$ cat config.mk
export PLATFORM = sky130hd
export DESIGN_NAME = trigger_link_framer
export DESIGN_NICKNAME = d
export VERILOG_FILES = /design/src/rtl/trigger_link_framer.sv
export SDC_FILE = /design/constraint.sdc
export NUM_CORES = 1
export LEC_CHECK = 0
export BUFFER_PORTS_ARGS = -buffer_cell sky130_fd_sc_hd__buf_4
export CORE_MARGIN = 4
export CORE_UTILIZATION = 45
export CTS_BUF_LIST = sky130_fd_sc_hd__clkbuf_4
export DETAILED_ROUTE_END_ITERATION = 12
export PLACE_DENSITY_LB_ADDON = 0.12
export SYNTH_ARGS = -nofsm -noshare
export SYNTH_HDL_FRONTEND = slang
export SYNTH_SLANG_ARGS = --single-unit
export TNS_END_PERCENT = 100
$ cat constraint.sdc
create_clock -name clk_160 -period 19.3 [get_ports clk_160]
set_clock_uncertainty 0.05 [all_clocks]
set_input_delay 1.93 -clock clk_160 [delete_from_list [all_inputs] [get_ports clk_160]]
set_output_delay 1.93 -clock clk_160 [all_outputs]
set_load 0.1 [all_outputs]
$ cat src/rtl/trigger_link_framer.sv
// trigger_link_framer: per-BX frame builder for the OptoHybrid trigger fibres.
// Latches one 56-bit cluster word per link on each bx_strobe and serialises it
// as four 16-bit GTX words (word0 carries the comma byte as a K character).
// Optional feature macro: TRIGGER_LINK_TEST_PATTERN_EN (byte-counter test
// pattern selected by test_mode); without it test_mode is ignored.
module trigger_link_framer #(
    parameter int NUM_LINKS   = 4,
    parameter int SYNC_PERIOD = 128
) (
    input  logic                      clk_160,
    input  logic                      reset,
    input  logic                      bx_strobe,
    input  logic [NUM_LINKS*56-1:0]   link_data,
    input  logic                      overflow,
    input  logic [NUM_LINKS-1:0]      link_en,
    input  logic                      resync,
    input  logic                      test_mode,
    output logic [NUM_LINKS*16-1:0]   tx_data,
    output logic [NUM_LINKS*2-1:0]    tx_isk,
    output logic                      ltncy_trig,
    output logic                      align_err
);

    localparam int          CNT_W        = $clog2(SYNC_PERIOD);
    localparam logic [7:0]  K_SYNC       = 8'hFC;
    localparam logic [7:0]  K_OVF        = 8'hF7;
    localparam logic [7:0]  K_IDLE       = 8'hBC;
    localparam logic [7:0]  D_IDLE       = 8'h50;
    localparam logic [55:0] INVALID_WORD = {4{14'h07FF}};
    localparam logic [55:0] IDLE_WORD    = {48'h0, D_IDLE};

    // Word slot within the BX; fc_q names the slot currently on the wire.
    typedef enum logic [1:0] {SLOT_W0, SLOT_W1, SLOT_W2, SLOT_W3} slot_t;

    slot_t                   fc_q;
    slot_t                   word_sel;
    logic [CNT_W-1:0]        bx_cnt_q;
    logic [CNT_W-1:0]        cnt_eff;
    logic                    ovf_pend_q;
    logic                    pend_eff;
    logic                    pend_next;
    logic [7:0]              comma_q;
    logic [7:0]              comma_new;
    logic [7:0]              src_comma;
    logic [NUM_LINKS*56-1:0] data_q;
    logic [NUM_LINKS*56-1:0] data_new;
    logic [NUM_LINKS*56-1:0] src_data;
    logic [NUM_LINKS*16-1:0] tx_data_next;
    logic [NUM_LINKS*2-1:0]  tx_isk_next;
    logic                    trig_next;

    // A resync in the strobe cycle makes this very BX the sync BX.
    assign cnt_eff  = resync ? '0 : bx_cnt_q;
    assign pend_eff = ovf_pend_q | overflow;

    // Comma selection for the BX being latched; sync wins and defers overflow.
    always_comb begin
        // NOTE: every output of a combinational block gets a default first so
        // no path leaves it unassigned, which would infer a latch.
        comma_new = K_IDLE;
        pend_next = 1'b0;
        if (cnt_eff == '0) begin
            comma_new = K_SYNC;
            pend_next = pend_eff;
        end else if (pend_eff) begin
            comma_new = K_OVF;
        end
    end

`ifdef TRIGGER_LINK_TEST_PATTERN_EN
    logic [7:0]  tp_q;
    logic [55:0] tp_word;

    // Seven consecutive byte values starting at tp, least significant first.
    always_comb begin
        tp_word = '0;
        for (int b = 0; b < 7; b++) begin
            tp_word[8*b +: 8] = tp_q + 8'(b);
        end
    end

    // Test-pattern base advances by one BX worth of bytes per strobe.
    always_ff @(posedge clk_160 or posedge reset) begin
        if (reset) begin
            tp_q <= 8'h00;
        end else if (bx_strobe) begin
            tp_q <= tp_q + 8'd7;
        end
    end
`else
    logic unused_test_mode;
    assign unused_test_mode = test_mode;
`endif

    // Per-link payload to latch: live data, invalid clusters, or test pattern.
    always_comb begin
        data_new = '0;
        for (int i = 0; i < NUM_LINKS; i++) begin
            data_new[56*i +: 56] = link_en[i] ? link_data[56*i +: 56] : INVALID_WORD;
        end
`ifdef TRIGGER_LINK_TEST_PATTERN_EN
        if (test_mode) begin
            data_new = {NUM_LINKS{tp_word}};
        end
`endif
    end

    // On a strobe the frame starts from the fresh payload in the same edge.
    assign word_sel  = bx_strobe ? SLOT_W0 : slot_t'(fc_q + 2'd1);
    assign src_data  = bx_strobe ? data_new  : data_q;
    assign src_comma = bx_strobe ? comma_new : comma_q;

    // Slice the selected payload into the GTX word for the upcoming slot.
    always_comb begin
        logic [55:0] l;
        l            = '0;
        tx_data_next = '0;
        tx_isk_next  = '0;
        for (int i = 0; i < NUM_LINKS; i++) begin
            l = src_data[56*i +: 56];
            case (word_sel)
                SLOT_W0: begin
                    tx_data_next[16*i +: 16] = {l[7:0], src_comma};
                    tx_isk_next[2*i +: 2]    = 2'b01;
                end
                SLOT_W1: tx_data_next[16*i +: 16] = l[23:8];
                SLOT_W2: tx_data_next[16*i +: 16] = l[39:24];
                SLOT_W3: tx_data_next[16*i +: 16] = l[55:40];
            endcase
        end
        trig_next = (word_sel == SLOT_W0) && (src_comma == K_SYNC);
    end

    // BX bookkeeping: frame counter, sync counter, overflow and latched payload.
    always_ff @(posedge clk_160 or posedge reset) begin
        // NOTE: state registers use non-blocking assignments so every flop
        // samples the pre-edge values regardless of statement order.
        if (reset) begin
            fc_q       <= SLOT_W3;
            bx_cnt_q   <= '0;
            ovf_pend_q <= 1'b0;
            comma_q    <= K_IDLE;
            data_q     <= {NUM_LINKS{IDLE_WORD}};
            align_err  <= 1'b0;
        end else begin
            fc_q <= word_sel;
            if (bx_strobe) begin
                bx_cnt_q   <= cnt_eff + CNT_W'(1);
                ovf_pend_q <= pend_next;
                comma_q    <= comma_new;
                data_q     <= data_new;
                if (fc_q != SLOT_W3) begin
                    align_err <= 1'b1;
                end
            end else if (resync) begin
                bx_cnt_q <= '0;
            end
        end
    end

    // Registered GTX outputs; reset drops straight to the idle word.
    always_ff @(posedge clk_160 or posedge reset) begin
        if (reset) begin
            tx_data    <= {NUM_LINKS{D_IDLE, K_IDLE}};
            tx_isk     <= {NUM_LINKS{2'b01}};
            ltncy_trig <= 1'b0;
        end else begin
            tx_data    <= tx_data_next;
            tx_isk     <= tx_isk_next;
            ltncy_trig <= trig_next;
        end
    end

endmodule

# Word level (Yosys, flattened, before mapping)
# Index checks and enable logic that the tools add are counted.
# word_totals
n_memories	0
latchBits	0
output_inout_bits	74
ff_bits	316
mem_bits_ro	0
ramBits	0
elab_cells	38
# classes
mul	0
mux	17
n_bitwise	1
n_div	0
magnitude_cmp	0
n_reduce_logical	4
n_addsub	2
n_eq_ne	5
n_shift	0
# op_table
cell	n
$pmux 16 s4	4
$mux 224	1
$mux 56	4
$mux 7	4
$eq 8x8->1 const B	1
$mux 8	1
$add 7x1->7 const B	1
$logic_not 7->1	1
$eq 2x2->1 const B	2
$add 2x1->2 const B	1
$eq 2x1->1 const B	1
$logic_not 2->1	1
$mux 1	2
$mux 2	1
$ne 2x2->1 const B	1
$reduce_and 2->1	1
$logic_and 1x1->1	1
$or 1x1->1	1

# Logic depth before layout (Yosys ltp)
# Gate-level depths: netlist (run 1).
# depth
depth_word	6
depth_mapped	8

# Least setup slack after synthesis (run 1)
# Ideal clock, no wire load.
# synth_path
path_kind	register -> output
start	register, netlist name tx_isk[4]
end	output port tx_isk[2]
stages_incl_launch_ff	2
path_buffers	1
setup_slack_ns	16.083
t_arrival_ns	1.237
cell_sequence	dfstp_2 > buf_4
# synth_lines
element	line	rtl
end: declaration	19	output logic [NUM_LINKS*2-1:0] tx_isk,

# Final worst setup path (run 1)
# layout_path
start	input port bx_strobe
end	register tx_data[27]
# layout_between
elab_chain_cells	3
word_cells_on_any_way	7
# layout_lines
element	line	rtl
start: declaration	12	input logic bx_strobe,
$mux 2	109	assign word_sel = bx_strobe ? SLOT_W0 : slot_t'(fc_q + 2'd1);
$eq 2x2->1, or another cell as far along	121	case (word_sel)
$pmux 16 s4 (*)	121	
named net tx_data_next[27]	48	logic [NUM_LINKS*16-1:0] tx_data_next;
end signal: assignment	164	tx_data <= {NUM_LINKS{D_IDLE, K_IDLE}};
end signal: assignment	168	tx_data <= tx_data_next;
end: declaration	18	output logic [NUM_LINKS*16-1:0] tx_data,
# The timed path passes the listed nets; every way through them passes the cells marked *.
# A chain may end at the register's enable or synchronous reset.

==> flow_metrics.py, run 1 <==
metrics = {
    "sta": {
        "rsz0062_at_grt": "false",
        "setup_viol": 0,
        "drv_slew": 0,
        "fin_crit_sh_pct": 21.1,
        "finalCriticalPeriod_ns": 4.07,
        "max-slew-margin-rel_pct": 28.1,
        "fmax_ghz": 0.246,
        "hold_violations": 0,
        "tightest_slew_ns": 1.07,
        "fin_tns_setup_ns": 0,
        "setup_slack_ns": 15.23,
    },
    "setup_path": {
        "slowest_delay_ns": 0.74,
        "startpoint_type": "input port",
        "regToRegSetupSlack_ns": 15.27,
        "worst-path-buf-inv": 2,
        "r2r-start": "fc_q[0]$_DFF_PP1_",
        "crit_family": "buffers and inverters",
        "cp.required_ns": 19.79,
        "cp_cell_sequence": "clkbuf_8 -> buf_4 -> nand2_2 -> o22ai_1 -> nor2_1",
        "crit_fanout": 128,
        "crit_cells": 5,
        "worst-setup-path-type": "input port to flip-flop",
        "arrival_ns": 4.56,
        "crit_slowest_cell": "nand2_2",
        "regToRegEndpoint": "tx_data[47]$_DFF_PP0_",
        "ff2ff_path_depth": 6,
        "end_kind": "flip-flop",
    },
    "global_routing": {
        "globalRouteOverflowTotal": 0,
        "antenna_found_initial": 5,
        "grt_use_total_pct": 22.2,
        "grt_pass1_vias": 10000,
        "busiest_layer": "met2",
        "global_route.usage.met1_pct": 28.3,
        "use_met3_pct": 8.07,
        "grt_max_degree": 173,
        "grt_first_pass_wirelength_um": 54000,
        "use_met2_pct": 35.9,
    },
    "synthesis": {
        "syn_area_per_cell_um2": 12.3,
        "netlist_instances": 1026,
        "synth_common_cells": "dfrtp_1, o22a_1, o21ai_0",
        "ys_ff_latch": 309,
        "synth_enable_flop_cells": 0,
        "yosysWarnings": 0,
        "yosysMostFrequentCell": "dfrtp_1",
        "async_reset_ff_share_pct": 100,
        "synth.area.top_cells": "dfrtp_1, o22a_1, dfstp_2",
        "yosysSeqAreaShare_pct": 61.7,
        "ys.flop_type": "dfrtp_1",
        "synth_top_area_share_pct": 52.6,
        "synth_top_cell_by_area": "dfrtp_1",
        "syn-cell-area_um2": 12600,
        "yosysUniqueCellTypes": 41,
    },
    "routing": {
        "first_iter_violations": 547,
        "dr.pass1.iters": 4,
        "post_drt_wl_per_cell_um": 19.6,
        "ant_nets": 0,
        "vias": 9388,
        "wirelength_um": 34900,
        "drc_errors": 0,
        "avgViaCountPerCell": 5.27,
    },
    "power": {
        "peakVddDrop_uv": 58.2,
        "leakagePower_nw": 6.73,
        "pwr_density_cell_nw_per_um2": 106,
    },
    "final_layout": {
        "nFillCells": 2488,
        "area_growth_pct": 27.4,
        "multi_input_area_um2": 4140,
        "nNetsFinal": 1571,
        "drive_above_1_share_pct": 39.3,
        "final_area_um2": 16100,
        "register_area_um2": 7790,
    },
    "placed_design": {
        "portBuffers": 302,
        "hpwl_um": 21700,
        "gp_congestion": 0.789,
        "dp_slack_ns": 14.54,
        "place_area_um2": 15000,
    },
    "cts": {
        "clock_path_buffers": 3,
        "cts_hold_buf": 0,
        "cts.clk_slew.worst_paths_ns": 0.06,
        "cts_sinks": 309,
        "numCtsBuffers": 83,
        "cts_root_buf": "clkbuf_4",
        "cts_tree": "done",
        "postCtsSetupBuffers": 0,
        "cts_resized": 0,
        "htree_levels": 3,
        "insertion_delay_ns": 0.68,
    },
    "die": {
        "core-area_um2": 27700,
        "design.portCount": 308,
        "die_y_um": 175,
        "die_area_um2": 30800,
        "placementRows": 61,
        "initial_core_util_pct": 45.5,
        "fp.dieW_um": 175,
    },
    "run": {
        "cap_violations": 0,
    },
    "hold_path": {
        "whs_endpoint": "align_err$_DFFE_PP0P_",
        "hold_path_class": "flip-flop to flip-flop",
        "hp-start": "align_err$_DFFE_PP0P_",
        "hold_path_depth": 1,
    },
    "run_status": {
        "status": "complete, no violations",
    },
}
[cell families after synthesis]
family | synth area share, %
xor+xnor | 0.416
other cells | 0.0297
flops | 61.7
buf+inv | 5.63
mux | 6.98
simple gates | 5.95
compound gates | 19.0
fa+ha+maj | 0.298
[metal layers]
metal	up-vias	part of all wire (%)	wire length (um)
li1	4367	-	-
met1	4645	42	14600
met2	323	48	16800
met3	49	8.4	2940
met4	4	1.8	634
met5	-	0.060	21
[sequential cells by signal, indices dropped and copies added, names as in the netlist, 2 cells and up]
| name | cells |
|---|---|
| bx_cnt_q | 7 |
| comma_q | 8 |
| data_q | 224 |
| fc_q | 2 |
| tx_data | 64 |
[worst max path at each step]
| stage | slack, ns | end | startpoint |
|---|---|---|---|
| 5_1_grt | 15.00 | tx_data[47]$_DFF_PP0_ | fc_q[0]$_DFF_PP1_ |
| 2_1_floorplan | 8.85 | align_err$_DFFE_PP0P_ | reset |
| 4_1_cts | 15.15 | tx_data[47]$_DFF_PP0_ | fc_q[0]$_DFF_PP1_ |
| 3_3_place_gp | 14.54 | tx_data[27]$_DFF_PP0_ | bx_strobe |
| 3_5_place_dp | 14.54 | tx_data[27]$_DFF_PP0_ | bx_strobe |
| 6_report | 15.23 | tx_data[27]$_DFF_PP0_ | bx_strobe |
[placed cells by master (no fill, tap or decap), types with 14 or more instances in the layout]
cell,synthesis,routed
buf_4,13,305
dfrtp_1,265,265
o22a_1,172,172
clkbuf_4,0,133
o21ai_0,65,65
inv_1,63,62
nand2_1,62,61
o22ai_1,60,60
nor2_1,57,57
dfstp_2,44,43
mux2_2,32,32
mux4_2,16,16
mux2i_1,16,16
clkinv_1,0,14
[report_power, final]
| part | internal (mW) | switching [mW] | leakage [nW] |
|---|---|---|---|
| logic | 0.119 | 0.251 | 2.73 |
| clock network | 0.325 | 0.264 | 0.657 |
| registers | 0.714 | 0.0337 | 3.34 |
[worst reg2reg max path, stage by stage (launching register included)]
cell     delay [ns]
dfstp_4        1.26
ha_2           0.58
buf_4          0.57
nor2b_2        0.34
nand2_2        0.60
o22ai_1        0.41
nor3_1         0.09
[metrics by stage]
stage,hold slack (ns),power (mW),std cells,utilization [%]
floorplan,0.405,1.02,1029,-
global placement,0.391,1.13,1627,54.0
detailed placement,0.396,1.13,1627,54.0
CTS,0.410,1.73,1778,58.0
global route,0.443,1.79,1781,58.0
finish,0.418,1.71,1781,58.0
[cell type report]
cell class	instances	share of cell area (%)
tap	378	2.94
timing repair buffer	307	14.5
clock buffer	133	6.21
clock inverter	18	0.607
sequential	309	48.5
antenna	3	0.0467
inverter	63	1.52
multi-input combinational	570	25.7
(Power assumes the default switching activity.)
==> run 2: changes to the inputs <==
==> constraint.sdc (replaced) <==
create_clock -name clk_160 -period 3.85 [get_ports clk_160]
set_clock_uncertainty 0.05 [all_clocks]
set_input_delay 0.385 -clock clk_160 [delete_from_list [all_inputs] [get_ports clk_160]]
set_output_delay 0.385 -clock clk_160 [all_outputs]
set_load 0.1 [all_outputs]
==> run 2 against run 1 <==
Effect of this change: first-iteration DRC count increased by 4.0%; via count increased by 11%; utilization increased by 8.8 points; flip-flop and latch count unchanged; wire length increased by 9.2%; worst hold slack got worse by 0.17 ns; largest cell class unchanged; highest routed layer is now met4.
==> flow_metrics.py, run 2 (synthesis gave the netlist of run 1 again) <==
metrics = {
    "run_status": {
        "status": "complete, no violations",
    },
    "cts": {
        "cts_sinks": 309,
        "numCtsBuffers": 82,
        "htree_levels": 3,
        "cts_root_buf": "clkbuf_4",
        "cts_tree": "done",
        "clock_path_buffers": 3,
        "cts.clk_slew.worst_paths_ns": 0.07,
        "postCtsSetupBuffers": 0,
        "insertion_delay_ns": 0.68,
    },
    "setup_path": {
        "arrival_ns": 3.46,
        "crit_fanout": 32,
        "end_kind": "flip-flop",
        "worst-setup-path-type": "flip-flop to flip-flop",
        "cp.required_ns": 4.33,
        "startpoint_type": "flip-flop",
    },
    "sta": {
        "max-slew-margin-rel_pct": 31.7,
        "drv_slew": 0,
        "hold_violations": 0,
        "rsz0062_at_grt": "false",
        "setup_viol": 0,
        "fin_tns_setup_ns": 0,
        "finalCriticalPeriod_ns": 2.98,
        "fmax_ghz": 0.335,
        "tightest_slew_ns": 1.02,
        "fin_crit_sh_pct": 77.4,
    },
    "die": {
        "die_area_um2": 30800,
        "design.portCount": 308,
        "fp.dieW_um": 175,
        "placementRows": 61,
        "core-area_um2": 27700,
        "die_y_um": 175,
        "initial_core_util_pct": 45.5,
    },
    "routing": {
        "wirelength_um": 38100,
        "top_layer_used": "met4",
        "drc_errors": 0,
        "met2_length_um": 18500,
        "met1Wirelength_um": 16100,
        "first_iter_violations": 569,
        "route.met3.wl_um": 2520,
        "post_drt_wl_per_cell_um": 18.9,
        "vias": 10500,
        "ant_nets": 0,
        "dr.pass1.iters": 4,
        "avgViaCountPerCell": 5.19,
    },
    "final_layout": {
        "nNetsFinal": 1805,
        "largest_reg_flops": 224,
        "fin_cells": 2015,
        "final_util_pct": 66.8,
        "final_cell_mix": "buf_4, dfrtp_1, dlygate4sd3_1",
        "area_growth_pct": 46.8,
        "regMostFlops": "data_q",
        "layout_commonest_cell": "buf_4",
        "drive_above_1_share_pct": 34.3,
        "top_regs": "data_q x224, tx_data x64, comma_q x8",
    },
    "placed_design": {
        "portBuffers": 302,
        "hpwl_um": 22400,
        "placedCellCount": 1635,
        "gp_congestion": 0.775,
    },
    "power": {
        "pwr-share-clk_pct": 35.4,
        "comb_power_share_pct": 23.3,
        "peakVddDrop_uv": 272,
        "p_switching_mw": 2.85,
        "power_frac_seq_pct": 41.3,
        "power_switching_share_pct": 31.5,
        "pwr_density_cell_nw_per_um2": 487,
        "p_total_mw": 9.02,
        "p_int_mw": 6.18,
        "leakagePower_nw": 7.77,
    },
    "global_routing": {
        "grt_pass1_vias": 11400,
        "antenna_found_initial": 2,
        "grt_first_pass_wirelength_um": 60100,
        "globalRouteOverflowTotal": 0,
        "grt_max_degree": 85,
        "grt_use_total_pct": 24.5,
    },
    "run": {
        "cap_violations": 0,
    },
    "hold_path": {
        "hold_path_class": "input port to flip-flop",
    },
}
run 2: cell types whose count changed in the layout (fill, tap and decap cells not counted), moves of 2 or more:
| cell | change |
|---|---|
| dlygate4sd3_1 | +227 |
| buf_4 | +5 |
| clkinv_1 | -4 |
| buf_12 | +3 |
| bufinv_16 | +3 |
| clkbuf_4 | +2 |
| inv_2 | -2 |
run 2: worst paths after layout:
kind                                      from               endpoint  slack, ns  cells past startpoint
min in group asynchronous                reset   tx_data[1]$_DFF_PP0_       0.45                      3
setup / recovery             fc_q[0]$_DFF_PP1_  tx_data[57]$_DFF_PP0_       0.87                      5
max in group asynchronous                reset  tx_data[62]$_DFF_PP1_       2.31                      4
hold reg to reg            data_q[4]$_DFF_PP1_    data_q[4]$_DFF_PP1_       0.44                      2
setup reg to reg             fc_q[0]$_DFF_PP1_  tx_data[57]$_DFF_PP0_       0.87                      5
hold / removal                       bx_strobe  bx_cnt_q[1]$_DFF_PP0_       0.25                      3
run 2: what timing repair did:
action,in CTS,in global routing
hold buffers,227,0
gates resized for setup,0,0
endpoints found under the hold margin,294,0
run 2: routing by layer:
layer  GRT usage, %  up-vias
li1               -     4817
met1           32.0     5208
met2           40.1      357
met3           6.41       76
met4           8.25        0
met5              0        -
run 2: cell type report:
class,count,area (um^2)
Timing Repair Buffer,542,4690
Clock inverter,15,163
Clock buffer,135,1010
Antenna cell,3,7.51
Sequential cell,309,7790
Multi-Input combinational cell,570,4140
Fill cell,2119,9190
Tap cell,378,473
Inverter,63,240
run 2: critical path: stages (launching register included):
cell and delay [ns]:
dfstp_4 0.46, ha_2 0.84, nor2b_2 0.34, nand2_2 0.60, o22ai_1 0.47, nor2_1 0.09
run 2: through the flow:
stage	hold slack, ns	setup slack [ns]	area, um^2
2_1_floorplan	0.372	-0.662	12600
3_3_place_gp	0.419	0.951	15100
3_5_place_dp	0.426	0.892	15100
4_1_cts	0.200	0.899	18500
5_1_grt	0.235	0.650	18500
6_report	0.251	0.869	18500
run 2: power by group through the flow:
stage,sequential (mW),clock [mW],combinational (mW)
after detailed placement,3.78,0,1.90
after global routing,3.76,3.45,2.22
final,3.73,3.20,2.10
after floorplan,4.45,0,0.679
after CTS,3.73,3.29,2.10
after global placement,3.78,0,1.89
